--- config.mk ---
export PLATFORM = sky130hd
export DESIGN_NAME = gb_ppu_mode_sequencer
export DESIGN_NICKNAME = d
export VERILOG_FILES = /design/src/rtl/gb_ppu_common_pkg.sv /design/src/rtl/gb_ppu_stat_irq.sv /design/src/rtl/gb_ppu_mode_sequencer.sv
export SDC_FILE = /design/constraint.sdc
export NUM_CORES = 1
export LEC_CHECK = 0
export CAP_MARGIN = 10
export CORE_MARGIN = 1.5
export CORE_UTILIZATION = 52
export CTS_CLUSTER_DIAMETER = 120
export DETAILED_ROUTE_END_ITERATION = 10
export HOLD_SLACK_MARGIN = 0.03
export PLACE_DENSITY_LB_ADDON = 0.25
export SYNTH_ARGS = -nofsm -noshare
export SYNTH_HDL_FRONTEND = slang
export SYNTH_HIERARCHICAL = 1
export SYNTH_SLANG_ARGS = --single-unit
--- constraint.sdc ---
create_clock -name clk_i -period 7.4 [get_ports clk_i]
set_clock_uncertainty 0.15 [all_clocks]
set_input_delay 1.48 -clock clk_i [delete_from_list [all_inputs] [get_ports clk_i]]
set_output_delay 1.48 -clock clk_i [all_outputs]
set_load 0.02 [all_outputs]
--- src/rtl/gb_ppu_common_pkg.sv ---
// Shared PPU types and timing constants.
// Latency: n/a, declarations only.
// Backpressure: n/a.
package gb_ppu_common_pkg;

  localparam int unsigned PPU_DOTS_PER_LINE = 456;
  localparam int unsigned PPU_OAM_DOTS      = 80;
  localparam int unsigned PPU_MAX_DRAW_DOTS = 289;
  localparam int unsigned PPU_VISIBLE_LINES = 144;
  localparam int unsigned PPU_TOTAL_LINES   = 154;

  // Encoding matches the STAT mode field.
  typedef enum logic [1:0] {
    HBLANK     = 2'd0,
    VBLANK     = 2'd1,
    OAM_SCAN   = 2'd2,
    DRAW_PIXEL = 2'd3
  } ppu_mode_state_t;

  typedef struct packed {
    logic lcd_ppu_enable;
    logic win_tile_map;
    logic win_enable;
    logic bg_win_tile_data;
    logic bg_tile_map;
    logic obj_size;
    logic obj_enable;
    logic bg_win_enable;
  } lcd_control_t;

  typedef struct packed {
    logic lyc;
    logic mode2;
    logic mode1;
    logic mode0;
  } stat_irq_en_t;

endpackage

--- src/rtl/gb_ppu_stat_irq.sv ---
// STAT interrupt line: ORs the enabled sources and pulses on its rising edge.
// Latency: pulse is registered alongside the mode/lyc_eq values it is built from.
// Backpressure: none; history is cleared while the LCD is off.
module gb_ppu_stat_irq
  import gb_ppu_common_pkg::*;
(
  input  logic            clk_i,
  input  logic            rst_n_i,
  input  logic            lcd_on_i,
  input  stat_irq_en_t    en_i,
  input  logic            lyc_eq_i,   // value lyc_eq register loads this cycle
  input  ppu_mode_state_t mode_i,     // value mode register loads this cycle
  output logic            stat_irq_o
);

  logic line_d;
  logic line_q;
  logic irq_q;

  // Combine the four STAT sources from the next-state values.
  always_comb begin
    line_d = (en_i.lyc   & lyc_eq_i)
           | (en_i.mode2 & (mode_i == OAM_SCAN))
           | (en_i.mode1 & (mode_i == VBLANK))
           | (en_i.mode0 & (mode_i == HBLANK));
  end

  // Hold the line history and register the 0->1 edge.
  always_ff @(posedge clk_i or negedge rst_n_i) begin
    if (!rst_n_i) begin
      line_q <= 1'b0;
      irq_q  <= 1'b0;
    end else if (!lcd_on_i) begin
      line_q <= 1'b0;
      irq_q  <= 1'b0;
    end else begin
      line_q <= line_d;
      irq_q  <= line_d & ~line_q;
    end
  end

  assign stat_irq_o = irq_q;

endmodule

--- src/rtl/gb_ppu_mode_sequencer.sv ---
// PPU master timing: dot/line counters, mode FSM, draw watchdog and interrupts.
// Latency: all outputs registered; mode, ly and dot always describe the same dot.
// Backpressure: none; free-running one dot per cycle while lcd_ppu_enable is set.
module gb_ppu_mode_sequencer
  import gb_ppu_common_pkg::*;
#(
  parameter int unsigned DOTS_PER_LINE = PPU_DOTS_PER_LINE,
  parameter int unsigned OAM_DOTS      = PPU_OAM_DOTS,
  parameter int unsigned MAX_DRAW_DOTS = PPU_MAX_DRAW_DOTS,
  parameter int unsigned VISIBLE_LINES = PPU_VISIBLE_LINES,
  parameter int unsigned TOTAL_LINES   = PPU_TOTAL_LINES
) (
  input  logic       clk_i,
  input  logic       rst_n_i,
  input  logic [7:0] lcdc_i,
  input  logic [3:0] stat_irq_en_i,
  input  logic [7:0] lyc_i,
  input  logic       draw_done_i,
  output logic [1:0] mode_o,
  output logic [7:0] ly_o,
  output logic [8:0] dot_o,
  output logic       lyc_eq_o,
  output logic       oam_scan_start_o,
  output logic       draw_start_o,
  output logic       vblank_irq_o,
  output logic       stat_irq_o,
  output logic       draw_timeout_o
);

  localparam logic [8:0] DOT_LAST = 9'(DOTS_PER_LINE - 1);
  localparam logic [8:0] DOT_DRAW = 9'(OAM_DOTS);
  // Mode 3 always starts at DOT_DRAW, so the watchdog reduces to a fixed dot:
  // the last of MAX_DRAW_DOTS dots spent in DRAW_PIXEL.
  localparam logic [8:0] DOT_WDOG = 9'(OAM_DOTS + MAX_DRAW_DOTS - 1);
  localparam logic [7:0] LY_LAST  = 8'(TOTAL_LINES - 1);
  localparam logic [7:0] LY_VBL   = 8'(VISIBLE_LINES);

  lcd_control_t    lcdc;
  stat_irq_en_t    stat_en;
  logic            lcd_on;
  logic            unused_lcdc;

  logic            run_q, run_d;
  logic [8:0]      dot_q, dot_d;
  logic [7:0]      ly_q, ly_d;
  ppu_mode_state_t mode_q, mode_d;
  logic            lyc_eq_q, lyc_eq_d;
  logic            oam_start_q, oam_start_d;
  logic            draw_start_q, draw_start_d;
  logic            vblank_irq_q, vblank_irq_d;
  logic            draw_timeout_q, draw_timeout_d;

  assign lcdc        = lcd_control_t'(lcdc_i);
  assign stat_en     = stat_irq_en_t'(stat_irq_en_i);
  assign lcd_on      = lcdc.lcd_ppu_enable;
  assign unused_lcdc = ^lcdc;

  // Next-state: counters, mode transitions, entry pulses and watchdog.
  always_comb begin
    run_d          = lcd_on;
    dot_d          = dot_q;
    ly_d           = ly_q;
    mode_d         = mode_q;
    lyc_eq_d       = lcd_on & (ly_q == lyc_i);
    oam_start_d    = 1'b0;
    draw_start_d   = 1'b0;
    vblank_irq_d   = 1'b0;
    draw_timeout_d = draw_timeout_q;

    if (!lcd_on) begin
      dot_d  = '0;
      ly_d   = '0;
      mode_d = HBLANK;
    end else if (!run_q) begin
      // First cycle after enable: counters are already zero from the off state.
      dot_d       = '0;
      ly_d        = '0;
      mode_d      = OAM_SCAN;
      oam_start_d = 1'b1;
    end else begin
      if (dot_q == DOT_LAST) begin
        dot_d = '0;
        ly_d  = (ly_q == LY_LAST) ? 8'd0 : ly_q + 8'd1;
      end else begin
        dot_d = dot_q + 9'd1;
      end

      if (ly_d >= LY_VBL) begin
        mode_d       = VBLANK;
        vblank_irq_d = (ly_d == LY_VBL) && (dot_d == 9'd0);
      end else if (dot_d == 9'd0) begin
        mode_d      = OAM_SCAN;
        oam_start_d = 1'b1;
      end else if (dot_d == DOT_DRAW) begin
        mode_d       = DRAW_PIXEL;
        draw_start_d = 1'b1;
      end else if (mode_q == DRAW_PIXEL) begin
        if (draw_done_i) begin
          mode_d = HBLANK;
        end else if (dot_q == DOT_WDOG) begin
          mode_d         = HBLANK;
          draw_timeout_d = 1'b1;
        end
      end
    end
  end

  // State registers; draw_timeout survives LCD-off and only clears on reset.
  always_ff @(posedge clk_i or negedge rst_n_i) begin
    if (!rst_n_i) begin
      run_q          <= 1'b0;
      dot_q          <= '0;
      ly_q           <= '0;
      mode_q         <= HBLANK;
      lyc_eq_q       <= 1'b0;
      oam_start_q    <= 1'b0;
      draw_start_q   <= 1'b0;
      vblank_irq_q   <= 1'b0;
      draw_timeout_q <= 1'b0;
    end else begin
      run_q          <= run_d;
      dot_q          <= dot_d;
      ly_q           <= ly_d;
      mode_q         <= mode_d;
      lyc_eq_q       <= lyc_eq_d;
      oam_start_q    <= oam_start_d;
      draw_start_q   <= draw_start_d;
      vblank_irq_q   <= vblank_irq_d;
      draw_timeout_q <= draw_timeout_d;
    end
  end

  gb_ppu_stat_irq u_stat_irq (
    .clk_i      (clk_i),
    .rst_n_i    (rst_n_i),
    .lcd_on_i   (lcd_on),
    .en_i       (stat_en),
    .lyc_eq_i   (lyc_eq_d),
    .mode_i     (mode_d),
    .stat_irq_o (stat_irq_o)
  );

  assign mode_o           = mode_q;
  assign ly_o             = ly_q;
  assign dot_o            = dot_q;
  assign lyc_eq_o         = lyc_eq_q;
  assign oam_scan_start_o = oam_start_q;
  assign draw_start_o     = draw_start_q;
  assign vblank_irq_o     = vblank_irq_q;
  assign draw_timeout_o   = draw_timeout_q;

endmodule
### Word-level counts from Yosys, hierarchy flattened

Cells that the tools add are included.

* equal/unequal tests: 9
* shifts and indexed selects: 0
* multiplexer cells: 33
* magnitude comparators: 1
* bitwise gates (word level): 14
* reductions and logical operators: 4
* div/mod/pow operators: 0
* multiply operators: 0
* add/subtract/negate cells: 2

Operator list (number)
* two-way mux 8 bit: 6
* two-way mux 9 bit: 5
* == test 9 bit (second input constant): 2
* == test 8 bit (second input constant): 2
* two-way mux 2 bit: 8
* two-way mux 1 bit: 14
* adder 9 x 1 -> 9 bit (second input constant): 1
* == test 9 x 7 -> 1 bit (second input constant): 1
* zero test 9 bit: 1
* adder 8 x 1 -> 8 bit (second input constant): 1
* == test 8 bit: 1
* greater-or-equal comparator 8 bit (second input constant): 1
* AND reduction 8 bit: 1
* bitwise AND 1 bit: 6
* inverter 1 bit: 5
* == test 2 bit (second input constant): 2
* OR 1 bit: 3
* == test 2 x 1 -> 1 bit (second input constant): 1
* zero test 2 bit: 1
* logical AND 1 bit: 1

* bits in latches: 0
* memory bits (writable): 0
* output and inout bits: 25
* input port bits: 23
* word-level logic and storage cells: 74
* memory bits (read-only): 0
* register bits: 27
* memories kept: 0

### Logic depth before layout (Yosys ltp)

* depth after elaboration: 17
* depth in mapped cells: 11
* depth with buffers taken out: 11

### Modules after synthesis

Netlist, hierarchy kept.

By module, submodules not included
* gb_ppu_mode_sequencer: cells each 176, instances 1, area an instance 1652.8 um^2
* gb_ppu_stat_irq: cells each 8, instances 1, area an instance 98.8 um^2

### Worst setup path after synthesis

No wires, ideal clock.

* kind: input-to-reg
* start point: in draw_done_i
* end point: reg u_stat_irq.irq_q, in the netlist u_stat_irq/stat_irq_o
* data arrival time: 2581 ps
* buffers on the path: 0
* required time: 7130 ps
* stages: 8
* setup slack: 4550 ps
* path through: a41oi_1 -> nor2b_1 -> nor2_1 -> o32ai_1 -> a21oi_1 -> mux2i_1 -> o211ai_2 -> and3b_1

* longest elaborated chain between the ends: 14
* elaborated cells between the ends (all ways): 18
* classes of those cells: 2 x eq/ne; 8 x mux; 7 x bitwise; 1 x reduce/logical

Ends and longest elaborated chain
* from (decl): line gb_ppu_mode_sequencer.sv:18 `input logic draw_done_i,`
* two-way mux 2 bit *: line gb_ppu_mode_sequencer.sv:98 `if (draw_done_i) begin`
* two-way mux 2 bit *: line gb_ppu_mode_sequencer.sv:97 `end else if (mode_q == DRAW_PIXEL) begin`
* two-way mux 2 bit *: line gb_ppu_mode_sequencer.sv:94 `end else if (dot_d == DOT_DRAW) begin`
* two-way mux 2 bit *: line gb_ppu_mode_sequencer.sv:91 `end else if (dot_d == 9'd0) begin`
* two-way mux 2 bit *: line gb_ppu_mode_sequencer.sv:88 `if (ly_d >= LY_VBL) begin`
* two-way mux 2 bit *: line gb_ppu_mode_sequencer.sv:74 `end else if (!run_q) begin`
* two-way mux 2 bit *: line gb_ppu_mode_sequencer.sv:70 `if (!lcd_on) begin`
* named net mode_d[0]: line gb_ppu_mode_sequencer.sv:46 `ppu_mode_state_t mode_q, mode_d;`
* == test 2 bit: line gb_ppu_stat_irq.sv:23 `| (en_i.mode2 & (mode_i == OAM_SCAN))`
* bitwise AND 1 bit: line gb_ppu_stat_irq.sv:23
* OR 1 bit: line gb_ppu_stat_irq.sv:23
* OR 1 bit: line gb_ppu_stat_irq.sv:24 `| (en_i.mode1 & (mode_i == VBLANK))`
* OR 1 bit *: line gb_ppu_stat_irq.sv:25 `| (en_i.mode0 & (mode_i == HBLANK));`
* bitwise AND 1 bit *: line gb_ppu_stat_irq.sv:38 `irq_q <= line_d & ~line_q;`
* two-way mux 1 bit *: line gb_ppu_stat_irq.sv:33 `end else if (!lcd_on_i) begin`
* to (signal assigned): line gb_ppu_stat_irq.sv:38
* to (decl): line gb_ppu_stat_irq.sv:18 `logic irq_q;`

Mark *: on every way through the listed nets, which the timed path passes. The rest lies on a longest branch.
A chain may end at the register's enable or synchronous reset.

### Worst setup path after layout

* start point: reg dot_q[4], in the netlist dot_o[4]
* end point: out dot_o[4]

RTL lines
* from (decl): line gb_ppu_mode_sequencer.sv:44 `logic [8:0] dot_q, dot_d;`
* from (signal assigned): line gb_ppu_mode_sequencer.sv:122 `dot_q <= dot_d;`
* to (decl): line gb_ppu_mode_sequencer.sv:21 `output logic [8:0] dot_o,`

No word-level cell between the ends.

==> results.rst <==
.. list-table::
   :header-rows: 1

   * - Metric
     - Value
   * - Worst-case headroom to the max-slew limit
     - 61.7%
   * - Number of antenna violations at the first check in global routing
     - 0
   * - Post-CTS setup buffer count
     - 0
   * - Clock network power share
     - 28.6%
   * - Switching share of power
     - 25.8%
   * - Routed length per placed instance
     - 15.3 µm
   * - Number of placed instances, taps included
     - 261
   * - Reg clk slew, reported paths
     - 0.17 ns
   * - Slew Viols, Final
     - 0
   * - Yosys top cell by area
     - sky130_fd_sc_hd__dfrtp_1
   * - Pin count of the biggest net entering global routing
     - 28
   * - Post-DR vias/cell
     - 5.81
   * - Ordered list of cells on the worst path
     - clkdlybuf4s50_1
   * - Top Ports
     - 48
   * - Slowest stage cell on the critical path
     - sky130_fd_sc_hd__clkdlybuf4s50_1
   * - Post-detailed-routing wire length
     - 4.06 mm
   * - Count of unresolved DRC violations after routing
     - 0
   * - Residual overflow from global routing
     - 0
   * - Critical Path Start Type
     - flip-flop
   * - Die area
     - 3730 µm²
   * - Switching Power
     - 64.9 µW
   * - Die X-Extent
     - 61.0 µm
   * - Upper clock frequency limit
     - 304 MHz
   * - Placeable core area
     - 3130 µm²
   * - Wire length of the first global-routing pass
     - 6.64 mm
   * - Sequential cell fraction of total power
     - 60.4%
   * - Iteration-0 DRC Markers
     - 70
   * - CTS tree
     - done
   * - Root cell of the clock tree
     - sky130_fd_sc_hd__clkbuf_4
   * - Post-layout nets
     - 250
   * - Main area contributors after synthesis
     - sky130_fd_sc_hd__dfrtp_1 39%, sky130_fd_sc_hd__xnor2_1 6.5%, sky130_fd_sc_hd__nor2_1 4.7%
   * - Initial cell density of the core
     - 56.0%
   * - Time the final worst path needs with I/O delays and setup
     - 3.29 ns
   * - Sink of the worst hold path
     - draw_timeout_o
   * - Num CTS Buffers
     - 3
   * - Pwr per Cell Area
     - 114 nW/µm²
   * - Setup repair after global routing missed its margin
     - false
   * - Syn_nets
     - 212
   * - Synthesis-stage register bit count
     - 27
   * - Number of instances in the synthesized netlist
     - 184
   * - Dominant synthesized flop cell
     - sky130_fd_sc_hd__dfrtp_1
   * - Post-DP HPWL
     - 3.10 mm
   * - Worst R2R Path Depth
     - 10
   * - Status
     - complete, no violations
   * - Level count of the clock H-tree
     - 1
   * - Placed inst area
     - 2180 µm²
   * - Kind of end point of the critical path
     - primary output
   * - Cells resized by post-CTS repair
     - 0
   * - Clock latency at the later pin of the worst-skew pair
     - 0.34 ns
   * - Final std cells w/o fill
     - 265
   * - Data required time of the worst path
     - 5.77 ns
   * - Logic gate share of total power
     - 11.1%
   * - Setup violators final
     - 0
   * - Port buffer count
     - 40
   * - CTS max path bufs
     - 2
   * - Critical R2R Capture
     - u_stat_irq/stat_irq_o
   * - Last weighted congestion value of the routability-driven placer
     - 0.885
   * - Worst Tran Pin Value
     - 0.567 ns
   * - Leakage
     - 0.000931 µW
   * - Launch point of the worst reg-to-reg path
     - dot_o[0]
   * - Sequential area share after synthesis
     - 38.6%
   * - Kind of cell adding the most delay to the critical path
     - buffers and inverters
   * - Cells on Worst Hold Path
     - 1
   * - Layout Cell Area excl Fill
     - 2210 µm²
   * - Internal power contribution
     - 187 µW
   * - Synthesis warning total
     - 6
   * - Share of final-layout standard cells stronger than drive strength 1
     - 7.24%
   * - Number of maximum-capacitance constraint violations
     - 0
   * - Vertical extent of the die
     - 61.0 µm
   * - Row Count
     - 20
   * - DRT antenna net count
     - 0
   * - Post-Syn Area per Cell
     - 9.52 µm²
   * - Yosys cell types
     - 51
   * - Layout Area Growth over Synthesis
     - 26.1%
   * - Max FO, Critical Path
     - 14
   * - Maximum cell stage delay along the critical path
     - 0.69 ns
   * - Period utilisation layout
     - 44.5%
   * - Final hold vios
     - 0
   * - Total number of vias
     - 1540
   * - Global routing usage summed across all routing layers
     - 23.6%
   * - Area share of the largest cell type after synthesis
     - 38.6%
   * - EDFF count, synth
     - 0
   * - Data arrival time at the worst-slack endpoint
     - 1.66 ns
   * - Number of global-route vias before repair
     - 1519
   * - Fraction of registers with async set or reset after synthesis
     - 100%
   * - Largest voltage drop on the vdd net
     - 0.0761 mV
   * - Antenna diodes
     - 0
   * - Register-to-register setup slack
     - 4.35 ns
   * - Number of detailed-routing iterations run before antenna repair
     - 5
   * - CTS Hold Buffers Added
     - 0
   * - Area of the mapped netlist
     - 1750 µm²
   * - Startpoint of the lowest-slack hold path
     - draw_timeout_o
   * - Buffers and inverters on the worst path
     - 1
   * - Setup TNS after final layout
     - 0 ns
   * - Worst hold path class
     - reg -> reg
   * - Num Clock Sinks
     - 27
   * - Critical path start-end classification
     - reg -> out
cell type report:
type	count	area [µm²]
Fill cell	257	920
Sequential cell	27	676
Clock buffer	3	22.5
Clock inverter	1	8.76
Inverter	6	22.5
Tap cell	44	55.1
Timing Repair Buffer	41	408
Multi-Input combinational cell	143	1020
metal layers:
metal / track usage (%) / part of all wire, % / vias up / wire length (µm)
met5: 0 / 0 / - / 0
met4: 6.83 / 0.59 / 0 / 24
met3: 2.31 / 3.6 / 5 / 145
met2: 42.1 / 52 / 45 / 2120
met1: 30.2 / 44 / 755 / 1770
li1: - / - / 735 / -
worst reg2reg max path, stage by stage, from the launching register on:
cell                       delay [ns]
sky130_fd_sc_hd__dfrtp_1         0.49
sky130_fd_sc_hd__ha_1            0.36
sky130_fd_sc_hd__nand3b_1        0.17
sky130_fd_sc_hd__o311a_1         0.33
sky130_fd_sc_hd__a311oi_2        0.31
sky130_fd_sc_hd__and4bb_1        0.28
sky130_fd_sc_hd__o32ai_1         0.08
sky130_fd_sc_hd__a21oi_1         0.27
sky130_fd_sc_hd__mux2i_1         0.25
sky130_fd_sc_hd__o211ai_2        0.10
sky130_fd_sc_hd__and3b_1         0.19
cell usage after synthesis (2+ instances only):
| master | count |
|---|---|
| sky130_fd_sc_hd__a21oi_1 | 7 |
| sky130_fd_sc_hd__and2_1 | 2 |
| sky130_fd_sc_hd__and3_1 | 2 |
| sky130_fd_sc_hd__and3b_1 | 2 |
| sky130_fd_sc_hd__and4_1 | 3 |
| sky130_fd_sc_hd__buf_2 | 6 |
| sky130_fd_sc_hd__clkbuf_1 | 2 |
| sky130_fd_sc_hd__dfrtp_1 | 27 |
| sky130_fd_sc_hd__ha_1 | 5 |
| sky130_fd_sc_hd__inv_1 | 6 |
| sky130_fd_sc_hd__nand2_1 | 13 |
| sky130_fd_sc_hd__nand3_1 | 10 |
| sky130_fd_sc_hd__nand3_2 | 2 |
| sky130_fd_sc_hd__nand3b_1 | 4 |
| sky130_fd_sc_hd__nand4_1 | 3 |
| sky130_fd_sc_hd__nor2_1 | 22 |
| sky130_fd_sc_hd__nor2b_1 | 6 |
| sky130_fd_sc_hd__nor3_1 | 7 |
| sky130_fd_sc_hd__nor4_1 | 4 |
| sky130_fd_sc_hd__o21ai_0 | 2 |
| sky130_fd_sc_hd__o31ai_1 | 2 |
| sky130_fd_sc_hd__xnor2_1 | 13 |
| sky130_fd_sc_hd__xor2_1 | 6 |
cell usage in the layout, fill, tap and decap left out, drive strengths merged, types with 2 or more instances in the layout:
cell	Yosys	final
inv	6	7
clkbuf	2	3
and3	3	3
a311oi	2	2
nor2b	6	6
dfrtp	27	27
and3b	2	2
nand3b	4	4
nor2	22	22
o31ai	2	2
and4	3	3
clkdlybuf4s50	0	40
xnor2	13	13
ha	5	5
and2	2	2
nand3	12	12
xor2	7	7
nand4	3	3
o21ai	2	2
a21oi	7	7
nand2	13	13
nor3	7	7
nor4	6	6
power groups by stage:
stage / Sequential, µW / Clock [µW] / Combinational [µW]
after floorplan: 156 / 0 / 8.69
after global placement: 154 / 0 / 27.5
after detailed placement: 155 / 0 / 28.2
after CTS: 152 / 73.2 / 28.4
after global routing: 152 / 78.0 / 30.6
final: 152 / 71.9 / 27.9
flip-flops by register name, summed over array words and instances, names as in the netlist:
name / cells
u_stat_irq/stat_irq_o: 1
draw_timeout_o: 1
run_q: 1
lyc_eq_o: 1
draw_start_o: 1
mode_o: 2
ly_o: 8
vblank_irq_o: 1
oam_scan_start_o: 1
dot_o: 9
u_stat_irq/line_q: 1
worst max path at each step:
stage                 from                     to  slack, ns  depth (start not counted)
3_3_place_gp     lcdc_i[7]  u_stat_irq/stat_irq_o       3.90                          6
2_1_floorplan  draw_done_i  u_stat_irq/stat_irq_o       4.55                          8
6_report          dot_o[4]               dot_o[4]       4.11                          1
4_1_cts           dot_o[4]               dot_o[4]       4.10                          1
5_1_grt           dot_o[4]               dot_o[4]       4.01                          1
3_5_place_dp     lcdc_i[7]  u_stat_irq/stat_irq_o       3.90                          6
cell families after synthesis:
group / after synthesis / share of synthesized area [%]
AO/OA/AOI/OAI: 26 / 11.4
XOR/XNOR: 20 / 10.4
adder cells (fa/ha/maj): 5 / 3.57
buffers and inverters: 14 / 3.43
flip-flops: 27 / 38.6
multiplexers: 1 / 0.571
AND/OR/NAND/NOR: 91 / 32.1
metrics by stage:
step	total power [µW]	worst slack [ns]	hold WS [ns]	util, %
after global routing	261	4.01	0.383	70.6
after detailed placement	183	3.90	0.311	69.6
final	252	4.11	0.343	70.6
after CTS	253	4.10	0.348	70.6
after floorplan	165	4.55	0.345	-
after global placement	182	3.90	0.296	69.6
No activity file was read; power rests on OpenSTA's default activity.
